`src/rtl/hex_page_sequencer_pkg.sv`:
```
// Shared types and constants for the hex page sequencer and its 7-segment page logic.
// Page select wraps modulo NUM_SLOTS.
package hex_page_sequencer_pkg;

    localparam int unsigned NUM_SLOTS    = 4;
    localparam int unsigned BYTE_W       = 8;
    localparam int unsigned SEL_W        = 2;
    localparam int unsigned DEF_TICK_DIV = 50000000;
    localparam int unsigned DEF_CNT_W    = 26;

    typedef enum logic [1:0] {
        MANUAL = 2'd0,
        AUTO   = 2'd1,
        FROZEN = 2'd2
    } seq_state_e;

    // Advance the page with natural 3 -> 0 wrap.
    function automatic logic [SEL_W-1:0] next_page(input logic [SEL_W-1:0] page);
        return page + SEL_W'(1);
    endfunction

endpackage

```
`src/rtl/hex_page_sequencer_if.sv`:
```
// Processor-side and display-side signals of the hex page sequencer.
// The slave modport is the sequencer; the master modport is whoever drives it.
interface hex_page_sequencer_if;
    import hex_page_sequencer_pkg::*;

    logic                  wr_en;
    logic [SEL_W-1:0]      wr_addr;
    logic [BYTE_W-1:0]     wr_data;
    logic                  auto_en;
    logic                  freeze;
    logic                  key_n;
    logic [BYTE_W-1:0]     byte0;
    logic [BYTE_W-1:0]     byte1;
    logic [BYTE_W-1:0]     byte2;
    logic [BYTE_W-1:0]     byte3;
    logic [SEL_W-1:0]      select;
    logic                  tick;
    logic                  page_changed;

    modport master (
        output wr_en, wr_addr, wr_data, auto_en, freeze, key_n,
        input  byte0, byte1, byte2, byte3, select, tick, page_changed
    );

    modport slave (
        input  wr_en, wr_addr, wr_data, auto_en, freeze, key_n,
        output byte0, byte1, byte2, byte3, select, tick, page_changed
    );

endinterface

```
`src/rtl/hex_page_sequencer_key_edge_sync.sv`:
```
// Two-flop synchronizer plus falling-edge detector for an active-low board key.
// A key already held low when reset releases must be seen released before it can fire.
module key_edge_sync (
    input  logic clk,
    input  logic rst_n,
    input  logic key_n_i,
    output logic fall_c_o
);

    logic       meta_q;
    logic       sync_q;
    logic       prev_q;
    logic       armed_q;
    logic [1:0] vld_q;

    // vld_q[1] marks that sync_q holds a real post-reset sample rather than its reset value.
    always_ff @(posedge clk or negedge rst_n) begin
        if (!rst_n) begin
            meta_q  <= 1'b1;
            sync_q  <= 1'b1;
            prev_q  <= 1'b1;
            armed_q <= 1'b0;
            vld_q   <= 2'b00;
        end else begin
            meta_q <= key_n_i;
            sync_q <= meta_q;
            prev_q <= sync_q;
            vld_q  <= {vld_q[0], 1'b1};
            if (vld_q[1] && sync_q) begin
                armed_q <= 1'b1;
            end
        end
    end

    assign fall_c_o = armed_q & prev_q & ~sync_q;

endmodule

```
`src/rtl/hex_page_sequencer.sv`:
```
// Byte bank and page-select sequencer feeding the two-digit selectable 7-segment decoder.
// Page advances on a prescaled tick (AUTO) or a key press (MANUAL); FROZEN holds everything.
module hex_page_sequencer
    import hex_page_sequencer_pkg::*;
#(
    parameter int unsigned TICK_DIV = DEF_TICK_DIV,
    parameter int unsigned CNT_W    = DEF_CNT_W
) (
    input  logic                 Clock,
    input  logic                 Resetn,
    hex_page_sequencer_if.slave  bus
);

    localparam logic [CNT_W-1:0] CNT_LAST = CNT_W'(TICK_DIV - 1);

    seq_state_e                       state_q, state_d;
    logic [CNT_W-1:0]                 cnt_q, cnt_d;
    logic [NUM_SLOTS-1:0][BYTE_W-1:0] bank_q, bank_d;
    logic [SEL_W-1:0]                 select_q, select_d;
    logic                             tick_q, tick_d;
    logic                             chg_q, chg_d;
    logic                             page_changed_q;
    logic                             step_c;
    logic                             advance_c;

    key_edge_sync u_key_edge_sync (
        .clk      (Clock),
        .rst_n    (Resetn),
        .key_n_i  (bus.key_n),
        .fall_c_o (step_c)
    );

    // Mode selection, prescaler, page advance and write bank next-state.
    always_comb begin
        state_d   = state_q;
        cnt_d     = cnt_q;
        bank_d    = bank_q;
        select_d  = select_q;
        advance_c = 1'b0;

        if (bus.freeze) begin
            state_d = FROZEN;
        end else if (bus.auto_en) begin
            state_d = AUTO;
        end else begin
            state_d = MANUAL;
        end

        unique case (state_q)
            AUTO: begin
                cnt_d     = (cnt_q == CNT_LAST) ? '0 : cnt_q + CNT_W'(1);
                advance_c = tick_q;
            end
            FROZEN: begin
                cnt_d = cnt_q;
            end
            default: begin
                cnt_d     = '0;
                advance_c = step_c;
            end
        endcase

        if (advance_c) begin
            select_d = next_page(select_q);
        end

        if (bus.wr_en) begin
            bank_d[bus.wr_addr] = bus.wr_data;
        end

        // Tick is only raised for a cycle that will actually be spent in AUTO.
        tick_d = (state_d == AUTO) && (cnt_d == CNT_LAST);
        chg_d  = advance_c;
    end

    always_ff @(posedge Clock or negedge Resetn) begin
        if (!Resetn) begin
            state_q        <= MANUAL;
            cnt_q          <= '0;
            bank_q         <= '0;
            select_q       <= '0;
            tick_q         <= 1'b0;
            chg_q          <= 1'b0;
            page_changed_q <= 1'b0;
        end else begin
            state_q        <= state_d;
            cnt_q          <= cnt_d;
            bank_q         <= bank_d;
            select_q       <= select_d;
            tick_q         <= tick_d;
            chg_q          <= chg_d;
            page_changed_q <= chg_q;
        end
    end

    assign bus.byte0        = bank_q[0];
    assign bus.byte1        = bank_q[1];
    assign bus.byte2        = bank_q[2];
    assign bus.byte3        = bank_q[3];
    assign bus.select       = select_q;
    assign bus.tick         = tick_q;
    assign bus.page_changed = page_changed_q;

endmodule

```
`src/flat_wrapper.sv`:
```
// flat-port wrapper written by rule: the top's interface ports become plain ports
module hex_page_sequencer_flat import hex_page_sequencer_pkg::*;
#(
    parameter int unsigned TICK_DIV = DEF_TICK_DIV,
    parameter int unsigned CNT_W    = DEF_CNT_W
)
  (Clock, Resetn, bus_wr_en, bus_wr_addr, bus_wr_data, bus_auto_en, bus_freeze, bus_key_n, bus_byte0, bus_byte1, bus_byte2, bus_byte3, bus_select, bus_tick, bus_page_changed);
  hex_page_sequencer_if bus_i ();
  input  logic Clock;
  input  logic Resetn;
  input wire logic [$bits(bus_i.wr_en)-1:0] bus_wr_en;
  input wire logic [$bits(bus_i.wr_addr)-1:0] bus_wr_addr;
  input wire logic [$bits(bus_i.wr_data)-1:0] bus_wr_data;
  input wire logic [$bits(bus_i.auto_en)-1:0] bus_auto_en;
  input wire logic [$bits(bus_i.freeze)-1:0] bus_freeze;
  input wire logic [$bits(bus_i.key_n)-1:0] bus_key_n;
  output wire logic [$bits(bus_i.byte0)-1:0] bus_byte0;
  output wire logic [$bits(bus_i.byte1)-1:0] bus_byte1;
  output wire logic [$bits(bus_i.byte2)-1:0] bus_byte2;
  output wire logic [$bits(bus_i.byte3)-1:0] bus_byte3;
  output wire logic [$bits(bus_i.select)-1:0] bus_select;
  output wire logic [$bits(bus_i.tick)-1:0] bus_tick;
  output wire logic [$bits(bus_i.page_changed)-1:0] bus_page_changed;
  assign bus_i.wr_en = bus_wr_en;
  assign bus_i.wr_addr = bus_wr_addr;
  assign bus_i.wr_data = bus_wr_data;
  assign bus_i.auto_en = bus_auto_en;
  assign bus_i.freeze = bus_freeze;
  assign bus_i.key_n = bus_key_n;
  assign bus_byte0 = bus_i.byte0;
  assign bus_byte1 = bus_i.byte1;
  assign bus_byte2 = bus_i.byte2;
  assign bus_byte3 = bus_i.byte3;
  assign bus_select = bus_i.select;
  assign bus_tick = bus_i.tick;
  assign bus_page_changed = bus_i.page_changed;
  hex_page_sequencer #(.TICK_DIV(TICK_DIV), .CNT_W(CNT_W)) u_core (.Clock(Clock), .Resetn(Resetn), .bus(bus_i));
endmodule
```
`config.mk`:
```
export PLATFORM = sky130hd
export DESIGN_NAME = hex_page_sequencer_flat
export DESIGN_NICKNAME = d
export VERILOG_FILES = /design/src/rtl/hex_page_sequencer_pkg.sv /design/src/rtl/hex_page_sequencer_if.sv /design/src/rtl/hex_page_sequencer_key_edge_sync.sv /design/src/rtl/hex_page_sequencer.sv /design/src/flat_wrapper.sv
export SDC_FILE = /design/constraint.sdc
export NUM_CORES = 1
export LEC_CHECK = 0
export CAP_MARGIN = 40
export CORE_MARGIN = 1.5
export CORE_UTILIZATION = 30
export CTS_CLUSTER_DIAMETER = 100
export DETAILED_ROUTE_END_ITERATION = 6
export PLACE_DENSITY = 0.55
export SLEW_MARGIN = 20
export SYNTH_ARGS = -nofsm -noshare
export SYNTH_HDL_FRONTEND = slang
export SYNTH_SLANG_ARGS = --single-unit
```
`constraint.sdc`:
```
create_clock -name Clock -period 3.5 [get_ports Clock]
set_input_delay 1.05 -clock Clock [delete_from_list [all_inputs] [get_ports Clock]]
set_output_delay 1.05 -clock Clock [all_outputs]
set_load 0.02 [all_outputs]
```
# Yosys cells after proc, flatten, opt, wreduce, memory -nomap -nowiden
# Index checks and enable logic that the tools add are counted.
# word_totals
romBits,0
ramBits,0
inputBits,16
mem_count,0
latchBits,0
register_bits,71
# op_classes
div_mod_pow,0
shift,0
n_reduce_logical,3
bitwise_logic,3
addsub,2
eq_ne,5
mul,0
muxes,8
n_lt_le_gt_ge,2
# op_table
cell,count
$eq A26 B26 Y1 const B,2
$pmux W26 S2,1
$bwmux W32,1
$add A26 B1 Y26 const B,1
$mux W26,1
$demux W8 S2,1
$mux W8,1
$eq A2 B1 Y1 const B,2
$logic_and A1 B1 Y1,3
$lt A2 B3 Y1 const B,1
$add A2 B1 Y2 const B,1
$and A1 B1 Y1,2
$eq A2 B2 Y1 const B,1
$ge A2 B1 Y1 const B,1
$mux W2,1
$pmux W1 S2,1
$mux W1,1
$not A1 Y1,1

# Longest topological paths before layout
# depth
word_depth,5
ltp_mapped,10

# Hierarchy
# A second synthesis with hierarchy kept.
# unflattened
cells_unflattened,340
hier_area_um2,3540.9
# modules_own_cells
mod,area_per_inst_um2,instances,seq_area_each_um2,cells_each
hex_page_sequencer,3365.7,1,1626.6,331
key_edge_sync,175.2,1,153.9,9

# Worst setup path before layout
# Ideal clock, no wire load.
# synth_path
path_type,input -> register
startpoint,input port bus_auto_en
endpoint,"register u_core.tick_q, in the netlist u_core.bus.tick"
cell_stages,7
arrival_time_ns,2.285
setup_slack_ns,1.119
setup_time_ns,0.096
path_cell_list,nor2b_1 > nand2_1 > a2111oi_0 > nand4_1 > a211oi_2 > o2111ai_1 > nor4_2
# synth_between
elab_chain_len,4
# synth_lines
item,line_no,source
"start, declared",flat_wrapper.sv:14,input wire logic [$bits(bus_i.auto_en)-1:0] bus_auto_en;
$mux W1,hex_page_sequencer.sv:43,end else if (bus.auto_en) begin
$mux W2,hex_page_sequencer.sv:41,if (bus.freeze) begin
$eq A2 B1 Y1,hex_page_sequencer.sv:72,tick_d = (state_d == AUTO) && (cnt_d == CNT_LAST);
$logic_and A1 B1 Y1,hex_page_sequencer.sv:72,
net u_core.tick_d,hex_page_sequencer.sv:20,"logic tick_q, tick_d;"
"end signal, assigned",hex_page_sequencer.sv:90,tick_q <= tick_d;
"end, declared",hex_page_sequencer.sv:20,
# The timed path passes the listed nets, and every way through them passes these cells.
# A chain may end at the register's enable or synchronous reset.

# Worst setup path after layout
# layout_path
startpoint,register u_core.cnt_q[0]
endpoint,"register u_core.tick_q, in the netlist u_core.bus.tick"
# layout_between
elab_chain_len,5
elab_cells_between_ends,6
# layout_lines
item,line_no,source
"start, declared",hex_page_sequencer.sv:17,"logic [CNT_W-1:0] cnt_q, cnt_d;"
"start signal, assigned",hex_page_sequencer.sv:87,cnt_q <= cnt_d;
$add A26 B1 Y26 or $eq A26 B26 Y1 (tied branches),hex_page_sequencer.sv:51,cnt_d = (cnt_q == CNT_LAST) ? '0 : cnt_q + CNT_W'(1);
$mux W26,hex_page_sequencer.sv:51,
$pmux W26 S2 *,hex_page_sequencer.sv:49,unique case (state_q)
$eq A26 B26 Y1 *,hex_page_sequencer.sv:72,
$logic_and A1 B1 Y1 *,hex_page_sequencer.sv:72,
net u_core.tick_d,hex_page_sequencer.sv:20,
# The timed path passes the listed nets; every way through them passes the cells marked *.

==> results.md <==
* Layout cells sized above 1 at 0.192
* Fin. Hold Viols at 0
* Worst-Margin Slew at 0.810 ns
* Seq/Total Area, Yosys at 0.485
* Global route overflow at 0
* Worst setup path endpoint: u_core.bus.tick
* Worst Hold Launch: u_core.chg_q
* Async SR Flop Fraction at 1.00
* Worst setup margin at 0.677 ns
* CTS tree: done
* Clock period minus worst slack at 2.82 ns
* Vias per cell at 5.34
* PD cells at 515 nW/um^2
* NumNets Final at 421
* # placed instances at 538
* Worst Path Required at 3.72 ns
* Setup WS pre-CTS at 0.465 ns
* Worst-path fanout max at 16
* DP Wirelength at 6.47 mm
* Primary FF master, synth: dfrtp_1
* Initial DRC count at 187
* Fin cells at 554
* Wirelength per Cell at 16.4 microns
* Pre-Repair DR Iteration Count at 4
* Final setup fails at 0
* Antenna violations before repair at 0
* Most common cell in the netlist: dfrtp_1
* Kind of end point of the critical path: register
* Post-Syn Instances at 347
* I/O Pins at 52
* Syn Std Cell Area at 3670 sq um
* Worst rel slew slack at 0.460
* Port buffer count at 51
* Post-synth net total at 366
* CTS resizes at 0
* Fmax at 354 MHz
* Clock Sinks at 71
* # diodes at 0
* Top cells by count, synth: 68 x dfrtp_1, 32 x mux2_2, 30 x nand2_1, 25 x a21oi_1, 20 x nor2_1
* Setup Skew at 0.00497 ns
* Final period utilization at 0.806
* Max-slew violation count at 0
* CTS Hold Bufs at 0
* Post-CTS setup buffers at 0
* Clock root buffer: clkbuf_16
* H-tree depth at 3
* Max Cap Viol at 0
* WS Path Type: register to register
* Placed inst area at 4370 sq um
* Routed WL at 9.07 mm
* Largest net degree at the start of global routing at 47
* FF-to-FF Start: u_core.cnt_q[0]
* Worst VDD drop at 0.259 mV
* Reg2Reg Setup Slack at 0.68 ns
* CP startpoint: u_core.cnt_q[0]
* TritonCTS buffer count at 9
* Fin area at 4700 sq um
* Distinct cells, synth at 67
* First-pass GRT wire length at 15.2 mm
* R2r worst-path depth at 9
* Die Ht at 114 microns
* Vias in the first global route at 2903
* Post-synth top area share at 0.463
* Antenna-violating nets left at 0
* Final Power at 2.42 mW
* Status: finished clean
* Vias at 2959
* Post-synth top area cell: dfrtp_1
* TNS Setup at 0 ns
* Area grow syn2layout at 27.9%
* Die W at 114 microns
* Syn avg cell area at 10.6 sq um
* Clk_lat worst skew at 0.34 ns
* Yosys reg bits at 71
* Final RePlAce weighted congestion at 0.848
* Fill cell count at 1178
* Post-route DRC violation count at 0
* RSZ-0062 raised after global routing: no
* Std-Cell Core Area at 12000 sq um
* Main area contributors after synthesis: dfrtp_1 46%, mux2_2 9.8%, a21oi_1 3.4%
* Row cnt at 40
* Synth Warn # at 0
* CP Launch Type: register
* Tot GR Track Use at 0.149
* Die ar. at 12900 sq um
* Initial core utilization at 0.307
* Clk slew on worst S/H paths at 0.06 ns
* Post-synth EDFFs at 0
* Maximum root-to-sink buffer count at 2
* Hold Crit Class: register to register
* Arrival time at the worst endpoint at 3.04 ns
* Leak Pwr at 1.86 nW
* Reg-to-Reg End: u_core.bus.tick
[per-layer routing]
metal | GRT usage | up-vias | routed length [microns]
li1 | - | 1405 | -
met1 | 0.200 | 1452 | 4330
met2 | 0.234 | 91 | 4090
met3 | 0.0372 | 11 | 536
met4 | 0.0517 | 0 | 119
met5 | 0 | - | 0
[power by group]
part	switching, mW	internal (mW)
logic	0.227	0.231
clock network	0.370	0.632
registers	0.0484	0.911
total	0.646	1.77
[cell usage in the layout, fill, tap and decap left out, types with 3 or more instances in the layout]
cell and instances:
inv_1 8, a31oi_1 3, nor3_1 10, nand3_1 16, clkbuf_16 9, and2_1 4, buf_4 8, mux2_2 32
nand2_1 30, nor2_1 20, nand4_1 6, ha_1 3, dfstp_2 3, clkinv_4 3, o21a_1 5, nand3b_1 7
a21oi_1 25, or3_1 4, dfrtp_1 68, and4_1 3, clkdlybuf4s50_1 50, xor2_1 3, o2111ai_1 3, o21ai_0 15
a21o_1 4, xnor2_1 4
[cell type report]
cell class	instances	area, sq um	share of cell area
timing repair buffer	59	588	0.125
inverter	8	30.0	0.00639
clock buffer	9	225	0.0479
clock inverter	7	104	0.0221
tap	147	184	0.0392
sequential	71	1780	0.379
multi-input combinational	253	1790	0.380
[cell families after synthesis]
family / count (synthesis) / synth area share
compound gates: 78 / 0.144
xor+xnor: 7 / 0.0167
fa+ha+maj: 3 / 0.0102
buf+inv: 23 / 0.0290
flops: 71 / 0.485
mux: 34 / 0.104
other cells: 1 / 0.00102
simple gates: 130 / 0.210
[critical path, cell delays in order (launching register included)]
cell and delay, ns:
dfrtp_1 0.46, ha_1 0.31, and4_1 0.30, nand4b_2 0.16, o31ai_4 0.71, buf_4 0.24, or2_1 0.13, a21oi_1 0.05
o22ai_1 0.28, nor4_2 0.06
[worst min-delay path by stage]
| stage | end | slack, ns | depth (start not counted) |
|---|---|---|---|
| floorplan | u_core.bus.page_changed | 0.33 | 0 |
| global placement | u_core.bus.page_changed | 0.34 | 0 |
| detailed placement | u_core.bus.page_changed | 0.34 | 0 |
| CTS | u_core.bus.page_changed | 0.35 | 0 |
| global route | u_core.u_key_edge_sync.sync_q | 0.35 | 0 |
| finish | u_core.bus.page_changed | 0.35 | 0 |
[stage by stage]
stage | util | hold slack, ns
2_1_floorplan | - | 0.331
3_3_place_gp | 0.363 | 0.336
3_5_place_dp | 0.365 | 0.336
4_1_cts | 0.393 | 0.350
5_1_grt | 0.393 | 0.353
6_report | 0.393 | 0.346
[sequential cells by signal, summed over array words and instances, names as in the netlist]
| signal | cells |
|---|---|
| u_core.cnt_q | 26 |
| u_core.bus.byte0 | 8 |
| u_core.bus.byte1 | 8 |
| u_core.bus.byte2 | 8 |
| u_core.bus.byte3 | 8 |
| u_core.bus.select | 2 |
| u_core.state_q | 2 |
| u_core.u_key_edge_sync.vld_q | 2 |
| u_core.bus.page_changed | 1 |
| u_core.bus.tick | 1 |
| u_core.chg_q | 1 |
| u_core.u_key_edge_sync.armed_q | 1 |
| u_core.u_key_edge_sync.meta_q | 1 |
| u_core.u_key_edge_sync.prev_q | 1 |
| u_core.u_key_edge_sync.sync_q | 1 |
No activity file was read; power rests on OpenSTA's default activity.
